File: config.mk
export PLATFORM = sky130hd
export DESIGN_NAME = sqrt_prenorm_fsm
export DESIGN_NICKNAME = d
export VERILOG_FILES = /design/src/rtl/sqrt_prenorm_fsm.sv
export SDC_FILE = /design/constraint.sdc
export NUM_CORES = 1
export LEC_CHECK = 0
export CAP_MARGIN = 20
export CORE_ASPECT_RATIO = 0.5
export CORE_MARGIN = 2
export CORE_UTILIZATION = 49
export CTS_BUF_LIST = sky130_fd_sc_hd__clkbuf_4 sky130_fd_sc_hd__clkbuf_8 sky130_fd_sc_hd__clkbuf_16
export CTS_CLUSTER_SIZE = 25
export DETAILED_ROUTE_END_ITERATION = 16
export PLACE_DENSITY = 0.8
export SLEW_MARGIN = 20
export SYNTH_ARGS = -nofsm -noshare
export SYNTH_HDL_FRONTEND = slang
export SYNTH_SLANG_ARGS = --single-unit
File: constraint.sdc
create_clock -name clk -period 3.05 [get_ports clk]
set_input_delay 0.61 -clock clk [delete_from_list [all_inputs] [get_ports clk]]
set_output_delay 0.61 -clock clk [all_outputs]
set_load 0.005 [all_outputs]
File: src/rtl/sqrt_prenorm_fsm.sv
// Operand front-end for the sqrt / inverse-sqrt unit: classify, normalize, split exponent parity, start the core.
// Define SQRT_PRENORM_DENORM_EN to normalize denormals in NORM; otherwise denormals flush to signed zero.
module sqrt_prenorm_fsm #(
  parameter int E_DW = 8,
  parameter int F_DW = 7
) (
  input  logic                     clk,
  input  logic                     rst,
  input  logic                     op_valid_i,
  output logic                     op_ready_o,
  input  logic [E_DW+F_DW:0]       op_i,
  input  logic                     do_inv_i,
  input  logic                     core_valid_i,
  output logic                     DoSqrt_o,
  output logic                     DoInvSqrt_o,
  output logic [F_DW+1:0]          m_o,
  output logic [E_DW:0]            exp_o,
  output logic                     spec_valid_o,
  output logic [E_DW+F_DW:0]       spec_res_o,
  output logic                     flag_nv_o,
  output logic                     flag_dz_o
);

  localparam int OP_W = 1 + E_DW + F_DW;
  // Unbiased exponent needs two extra bits to reach below the denormal floor.
  localparam int EW   = E_DW + 2;
  localparam int BIAS = (1 << (E_DW - 1)) - 1;

  typedef enum logic [2:0] {
    IDLE,
    DECODE,
`ifdef SQRT_PRENORM_DENORM_EN
    NORM,
`endif
    ISSUE,
    WAIT
  } state_t;

  state_t                 state_q, state_d;
  logic [OP_W-1:0]        op_q, op_d;
  logic                   inv_q, inv_d;
  logic [F_DW:0]          sig_q, sig_d;
  logic signed [EW-1:0]   e_q, e_d;

  logic                   sign_w;
  logic [E_DW-1:0]        exp_w;
  logic [F_DW-1:0]        frac_w;
  logic                   exp_all1, exp_zero, frac_zero;
  logic                   is_nan, is_inf, is_zero, is_neg_nz, is_special;
  logic [OP_W-1:0]        qnan;
  logic [OP_W-1:0]        spec_res_w;
  logic                   spec_nv_w, spec_dz_w;
  logic [E_DW:0]          k_w;

  assign sign_w    = op_q[OP_W-1];
  assign exp_w     = op_q[OP_W-2:F_DW];
  assign frac_w    = op_q[F_DW-1:0];
  assign exp_all1  = &exp_w;
  assign exp_zero  = ~|exp_w;
  assign frac_zero = ~|frac_w;
  assign is_nan    = exp_all1 & ~frac_zero;
  assign is_inf    = exp_all1 & frac_zero;
`ifdef SQRT_PRENORM_DENORM_EN
  assign is_zero   = exp_zero & frac_zero;
`else
  assign is_zero   = exp_zero;
`endif
  assign is_neg_nz  = sign_w & ~is_zero & ~is_nan;
  assign is_special = is_nan | is_inf | is_zero | is_neg_nz;
  assign qnan       = {1'b0, {E_DW{1'b1}}, 1'b1, {(F_DW-1){1'b0}}};

  // Special-result table; NaN input wins over the sign check so -NaN raises no flag.
  always_comb begin
    spec_res_w = '0;
    spec_nv_w  = 1'b0;
    spec_dz_w  = 1'b0;
    if (is_nan) begin
      spec_res_w = qnan;
    end else if (is_zero) begin
      if (inv_q) begin
        spec_res_w = {sign_w, {E_DW{1'b1}}, {F_DW{1'b0}}};
        spec_dz_w  = 1'b1;
      end else begin
        spec_res_w = {sign_w, {(OP_W-1){1'b0}}};
      end
    end else if (is_neg_nz) begin
      spec_res_w = qnan;
      spec_nv_w  = 1'b1;
    end else if (is_inf) begin
      spec_res_w = inv_q ? '0 : {1'b0, {E_DW{1'b1}}, {F_DW{1'b0}}};
    end
  end

  // k = e/2 for even e, (e+1)/2 for odd e: arithmetic half plus the parity bit.
  assign k_w = e_q[EW-1:1] + {{E_DW{1'b0}}, e_q[0]};

  always_comb begin
    state_d      = state_q;
    op_d         = op_q;
    inv_d        = inv_q;
    sig_d        = sig_q;
    e_d          = e_q;
    op_ready_o   = 1'b0;
    DoSqrt_o     = 1'b0;
    DoInvSqrt_o  = 1'b0;
    m_o          = '0;
    exp_o        = '0;
    spec_valid_o = 1'b0;
    spec_res_o   = '0;
    flag_nv_o    = 1'b0;
    flag_dz_o    = 1'b0;

    case (state_q)
      IDLE: begin
        op_ready_o = rst;
        if (op_valid_i) begin
          op_d    = op_i;
          inv_d   = do_inv_i;
          state_d = DECODE;
        end
      end
      DECODE: begin
        if (is_special) begin
          spec_valid_o = 1'b1;
          spec_res_o   = spec_res_w;
          flag_nv_o    = spec_nv_w;
          flag_dz_o    = spec_dz_w;
          state_d      = IDLE;
`ifdef SQRT_PRENORM_DENORM_EN
        end else if (exp_zero) begin
          sig_d   = {1'b0, frac_w};
          e_d     = EW'(1 - BIAS);
          state_d = NORM;
`endif
        end else begin
          sig_d   = {1'b1, frac_w};
          e_d     = {2'b00, exp_w} - EW'(BIAS);
          state_d = ISSUE;
        end
      end
`ifdef SQRT_PRENORM_DENORM_EN
      NORM: begin
        sig_d = sig_q << 1;
        e_d   = e_q - EW'(1);
        if (sig_q[F_DW-1]) begin
          state_d = ISSUE;
        end
      end
`endif
      ISSUE: begin
        DoSqrt_o    = ~inv_q;
        DoInvSqrt_o = inv_q;
        m_o         = e_q[0] ? {1'b0, sig_q} : {sig_q, 1'b0};
        exp_o       = inv_q ? -k_w : k_w;
        state_d     = WAIT;
      end
      WAIT: begin
        m_o   = e_q[0] ? {1'b0, sig_q} : {sig_q, 1'b0};
        exp_o = inv_q ? -k_w : k_w;
        if (core_valid_i) begin
          state_d = IDLE;
        end
      end
      default: begin
        state_d = IDLE;
      end
    endcase
  end

  always_ff @(posedge clk or negedge rst) begin
    if (!rst) begin
      state_q <= IDLE;
      op_q    <= '0;
      inv_q   <= 1'b0;
      sig_q   <= '0;
      e_q     <= '0;
    end else begin
      state_q <= state_d;
      op_q    <= op_d;
      inv_q   <= inv_d;
      sig_q   <= sig_d;
      e_q     <= e_d;
    end
  end

endmodule

* Yosys cells after proc, flatten, opt, wreduce, memory -nomap -nowiden
Cells that the tools add are included.
** Storage, ports and cells
- Register bits :: 38
- Bits of input ports :: 21
- Output and inout port bits :: 40
- Logic and storage cells :: 64
** Cells by class
- Add/sub/neg operators :: 3
- Equality and inequality tests :: 5
- Multiplexer cells :: 31
- Bitwise gates (word level) :: 10
- Reduce and logical (&&, ||, !) cells :: 10
** Operators by type and width (count)
- $mux W16 :: 4
- $mux W15 :: 4
- $mux W9 :: 4
- $mux W1 :: 15
- $pmux W3 S4 :: 1
- $add A9 B1 Y9 :: 1
- $neg A9 Y9 :: 1
- $sub A8 B7 Y9 const B :: 1
- $reduce_and A8 Y1 :: 1
- $reduce_or A8 Y1 :: 1
- $reduce_or A7 Y1 :: 1
- $eq A3 B2 Y1 const B :: 2
- $mux W3 :: 2
- $reduce_and A2 Y1 :: 3
- $and A1 B1 Y1 :: 4
- $ne A2 B2 Y1 const B :: 2
- $eq A3 B1 Y1 const B :: 1
- $logic_not A3 Y1 :: 1
- $not A1 Y1 :: 3
- $or A1 B1 Y1 :: 3
- $logic_not A1 Y1 :: 2
- $mux W2 :: 1
- $reduce_or A2 Y1 :: 1

* Longest topological paths before layout
- Word-level depth :: 9
- Mapped depth :: 9
- Depth with buffers taken out :: 7

* Least setup slack after synthesis
No wires, ideal clock.
- Path type :: reg2out
- Start point :: reg op_q[7]
- End point :: out spec_res_o[10]
- Arrival time :: 2.141 ns
- Data required time :: 2.440 ns
- Slack :: 0.299 ns
- Cell stages (with the launch flop) :: 9
- Buffers on the path :: 1
- Cells stage by stage :: dfrtp_1 > inv_1 > ha_1 > or4b_1 > nor4_4 > a211oi_1 > a21o_1 > a21oi_1 > buf_4
** Between the ends
- Word-level cells in the longest chain between the ends :: 9
- Elaborated cells on any way between the ends :: 17
- Those cells by class :: 6 x mux; 8 x bitwise; 3 x reduce/logical
** Ends and longest elaborated chain
- from (decl) :: RTL line 40 : logic [OP_W-1:0] op_q, op_d;
- from (signal assigned) :: RTL line 179 : op_q <= op_d;
- $reduce_and A8 Y1 :: RTL line 58 : assign exp_all1 = &exp_w;
- $and A1 B1 Y1 :: RTL line 61 : assign is_nan = exp_all1 & ~frac_zero;
- $not A1 Y1 :: RTL line 68 : assign is_neg_nz = sign_w & ~is_zero & ~is_nan;
- $and A1 B1 Y1 :: RTL line 68
- $mux W15 :: RTL line 86 : end else if (is_neg_nz) begin
- $mux W16 :: RTL line 79 : end else if (is_zero) begin
- $mux W16 :: RTL line 77 : if (is_nan) begin
- $mux W16 * :: RTL line 123 : if (is_special) begin
- $mux W16 * :: RTL line 113 : case (state_q)
- to (decl) :: RTL line 19 : output logic [E_DW+F_DW:0] spec_res_o,
Every way passes the cells marked *; elsewhere a longest branch is shown, timed or not.

* Worst setup path after layout
- Start point :: reg op_q[8]
- End point :: out flag_nv_o
** Between the ends
- Word-level cells in the longest chain between the ends :: 9
- Elaborated cells on any way between the ends :: 16
- Those cells by class :: 5 x mux; 8 x bitwise; 3 x reduce/logical
** Ends and longest elaborated chain
- $reduce_and A8 Y1 :: RTL line 58
- $and A1 B1 Y1 :: RTL line 61
- $not A1 Y1 :: RTL line 68
- $and A1 B1 Y1 :: RTL line 68
- $mux W1 :: RTL line 86
- $mux W1 :: RTL line 79
- $mux W1 :: RTL line 77
- $mux W1 * :: RTL line 123
- $mux W1 * :: RTL line 113
- to (decl) :: RTL line 20 : output logic flag_nv_o,
Marked as above.

==> metrics.txt <==
# TYPE chip_impl_metric gauge
chip_impl_metric{name="vias",unit=""} 1967
chip_impl_metric{name="leakage",unit="uW"} 0.00145
chip_impl_metric{name="cts.reportedPaths.clkPinSlew",unit="ns"} 0.07
chip_impl_metric{name="instances_no_fill",unit=""} 368
chip_impl_metric{name="vias_per_cell",unit=""} 5.35
chip_impl_metric{name="r2r_setup_slack",unit="ns"} 0.70
chip_impl_metric{name="placedInstanceArea",unit="um^2"} 2920
chip_impl_metric{name="drt_pre_antenna_iters",unit=""} 4
chip_impl_metric{name="detail_route.wirelength",unit="um"} 5490
chip_impl_metric{name="gp_routability_congestion",unit=""} 0.828
chip_impl_metric{name="utilization",unit=""} 0.696
chip_impl_metric{name="avg_synthesized_cell_area",unit="um^2"} 9.42
chip_impl_metric{name="required",unit="ns"} 2.44
chip_impl_metric{name="via_count_of_the_first_global_routing_pass",unit=""} 1990
chip_impl_metric{name="fin_worst_skew",unit="ns"} 0.00761
chip_impl_metric{name="synth_enable_flop_cells",unit=""} 0
chip_impl_info{name="clock-root-buffer",value="sky130_fd_sc_hd__clkbuf_8"} 1
chip_impl_metric{name="clkSinkCount",unit=""} 36
chip_impl_metric{name="synth_sequential_area_ratio",unit=""} 0.384
chip_impl_metric{name="ctsHtreeMaxLevel",unit=""} 2
chip_impl_metric{name="switching_share",unit=""} 0.394
chip_impl_metric{name="io_pins",unit=""} 61
chip_impl_info{name="final_cell_mix",value="sky130_fd_sc_hd__clkdlybuf4s50_1 (38), sky130_fd_sc_hd__dfrtp_1 (36), sky130_fd_sc_hd__nor2_1 (24), sky130_fd_sc_hd__nand2_1 (19), sky130_fd_sc_hd__mux2_2 (18)"} 1
chip_impl_metric{name="async_reset_ff_frac",unit=""} 1.00
chip_impl_info{name="mostFrequentLayoutCell",value="sky130_fd_sc_hd__clkdlybuf4s50_1"} 1
chip_impl_metric{name="power.clock.fraction",unit=""} 0.133
chip_impl_metric{name="combinationalPowerShare",unit=""} 0.557
chip_impl_metric{name="postLayoutCellArea",unit="um^2"} 3140
chip_impl_info{name="path_class",value="reg2out"} 1
chip_impl_metric{name="antenna_violating_nets_left",unit=""} 0
chip_impl_metric{name="placement_rows",unit=""} 17
chip_impl_metric{name="tcrit_tclk_final",unit=""} 0.968
chip_impl_metric{name="seq_power_share",unit=""} 0.310
chip_impl_metric{name="hold-worst-slack",unit="ns"} 0.510
chip_impl_metric{name="synth_cells",unit=""} 249
chip_impl_metric{name="cell_internal_pwr",unit="uW"} 2070
chip_impl_metric{name="placeable_core_region",unit="um^2"} 4510
chip_impl_metric{name="routed_wire_length_per_instance",unit="um"} 14.9
chip_impl_metric{name="maxCapViolCount",unit=""} 0
chip_impl_info{name="status",value="complete, no violations"} 1
chip_impl_metric{name="worst_ep_arrival_time",unit="ns"} 2.34
chip_impl_info{name="sort_of_element_at_the_end_of_the_critical_path",value="primary output"} 1
chip_impl_metric{name="max-vdd-ir-drop",unit="uV"} 585
chip_impl_metric{name="flow.area_growth_from_synthesis",unit="%"} 33.7
chip_impl_metric{name="finalSetupViolations",unit=""} 0
chip_impl_metric{name="insertion_delay",unit="ns"} 0.29
chip_impl_metric{name="ys_ff_latch",unit=""} 36
chip_impl_metric{name="portBuffers",unit=""} 54
chip_impl_info{name="critical_path_startpoint_category",value="register"} 1
chip_impl_metric{name="final_layout_size_suffix_gt1_frac",unit=""} 0.212
chip_impl_metric{name="net-switching-power",unit="uW"} 1340
chip_impl_metric{name="num_antenna_cells",unit=""} 0
chip_impl_metric{name="synth.lib_cells_used.distinct",unit=""} 44
chip_impl_metric{name="detailed_place_hpwl",unit="um"} 3870
chip_impl_info{name="ys_dominant_reg_cell",value="sky130_fd_sc_hd__dfrtp_1"} 1
chip_impl_metric{name="global_route.usage.total",unit=""} 0.220
chip_impl_metric{name="ys.warnings.count",unit=""} 0
chip_impl_metric{name="maxClockFrequency",unit="MHz"} 339
chip_impl_metric{name="drt_iter0_drc",unit=""} 54
chip_impl_metric{name="path_max_fanout",unit=""} 5
chip_impl_metric{name="chipWidth",unit="um"} 102
chip_impl_info{name="holdCritPathClass",value="reg2reg"} 1
chip_impl_metric{name="synth_area",unit="um^2"} 2350
chip_impl_metric{name="dp_cells",unit=""} 357
chip_impl_metric{name="cts_buffers",unit=""} 5
chip_impl_metric{name="timing_max_transition_violations_final",unit=""} 0
chip_impl_info{name="cts_tree",value="done"} 1
chip_impl_metric{name="grt_first_pass_wirelength",unit="um"} 8980
chip_impl_metric{name="design_power_total",unit="uW"} 3410
chip_impl_metric{name="max-clock-path-buffers",unit=""} 2
chip_impl_metric{name="antenna_found_initial",unit=""} 0
chip_impl_metric{name="start_util",unit=""} 0.520
chip_impl_metric{name="layout.nets",unit=""} 327
chip_impl_metric{name="die-area",unit="um^2"} 5390
chip_impl_metric{name="min_period",unit="ns"} 2.95
chip_impl_metric{name="remaining_design_rule_violation_count",unit=""} 0
chip_impl_metric{name="cellPowerDensity",unit="nW/um^2"} 1090
chip_impl_metric{name="grt_max_degree",unit=""} 37
chip_impl_metric{name="finalHoldViolations",unit=""} 0
chip_impl_metric{name="grt_overflow",unit=""} 0
chip_impl_metric{name="dieHeight",unit="um"} 52.9
[path summary, 6_finish.rpt]
check                          from         to  cells past startpoint
max                         op_q[8]  flag_nv_o                      9
min                        sig_q[7]   sig_q[7]                      1
max reg2reg                 op_q[8]     e_q[8]                      8
min reg2reg                sig_q[7]   sig_q[7]                      1
max in group asynchronous       rst      inv_q                      2
min in group asynchronous       rst    op_q[1]                      2
[area by class of cell]
| type | count | area, um^2 |
|---|---|---|
| clock buffer | 7 | 96.3 |
| clock inverter | 1 | 30.0 |
| fill | 361 | 1370 |
| inverter | 6 | 22.5 |
| multi-input combinational | 181 | 1330 |
| sequential | 36 | 901 |
| tap | 66 | 82.6 |
| timing repair buffer | 71 | 672 |
[power by group through the flow]
stage | registers, uW | logic, uW | clock network [uW]
2_1_floorplan | 883 | 1280 | 0
3_3_place_gp | 1030 | 1780 | 0
3_5_place_dp | 1050 | 1840 | 0
4_1_cts | 1040 | 1870 | 462
5_1_grt | 1090 | 2100 | 486
6_report | 1060 | 1900 | 453
[metrics by stage]
stage / worst slack [ns] / TNS [ns]
after floorplan: 0.299 / 0
after global placement: 0.153 / 0
after detailed placement: 0.0202 / 0
after CTS: 0.00757 / 0
after global routing: -0.0252 / -0.0252
final: 0.0975 / 0
[logic make-up after synthesis]
| group | after synthesis | share of synthesized area |
|---|---|---|
| AOI/OAI and AO/OA | 34 | 0.0901 |
| xor gates and xnor gates | 22 | 0.0821 |
| adders and majority gates | 5 | 0.0267 |
| buffers and inverters | 37 | 0.0869 |
| DFF | 36 | 0.384 |
| muxes | 28 | 0.135 |
| other | 1 | 0.00160 |
| and+or+nand+nor | 86 | 0.193 |
[flip-flops by register name (all words and copies together), names as in the netlist]
signal and cells:
e_q 9, inv_q 1, op_q 16, sig_q 8, state_q 2
[worst max-delay path, cell delays in order, from the launching register on]
cell and delay (ns):
sky130_fd_sc_hd__dfrtp_1 0.40, sky130_fd_sc_hd__buf_4 0.13, sky130_fd_sc_hd__buf_4 0.13, sky130_fd_sc_hd__ha_1 0.24, sky130_fd_sc_hd__and4_4 0.23, sky130_fd_sc_hd__o41ai_2 0.06
sky130_fd_sc_hd__buf_4 0.21, sky130_fd_sc_hd__nand2_1 0.06, sky130_fd_sc_hd__nor2_1 0.08, sky130_fd_sc_hd__clkdlybuf4s50_1 0.51
[synthesized netlist by cell type (all sizes together) (6+ instances only)]
library cell / instances / area share
a21oi: 6 / 0.013
and3: 8 / 0.021
buf: 17 / 0.055
clkbuf: 14 / 0.022
dfrtp: 36 / 0.38
mux2: 21 / 0.11
mux2i: 7 / 0.030
nand2: 19 / 0.030
nand3: 8 / 0.017
nor2: 24 / 0.038
nor3: 8 / 0.017
o21ai: 14 / 0.030
xnor2: 14 / 0.052
xor2: 8 / 0.030
[metal layers]
metal  global-route usage  wire length, um
met2                0.427             2880
met3               0.0370              214
met5                    0                0
met4               0.0711               97
met1                0.250             2300
[what timing repair did]
action | CTS | global route
setup buffers | 1 | 4
setup endpoints to repair | 14 | 15
gates resized for setup | 21 | 14
hold endpoints to repair | 0 | 0
gates cloned | 0 | 0
pin swaps | 1 | 4
hold buffers | 0 | 0
(Power assumes the default switching activity.)
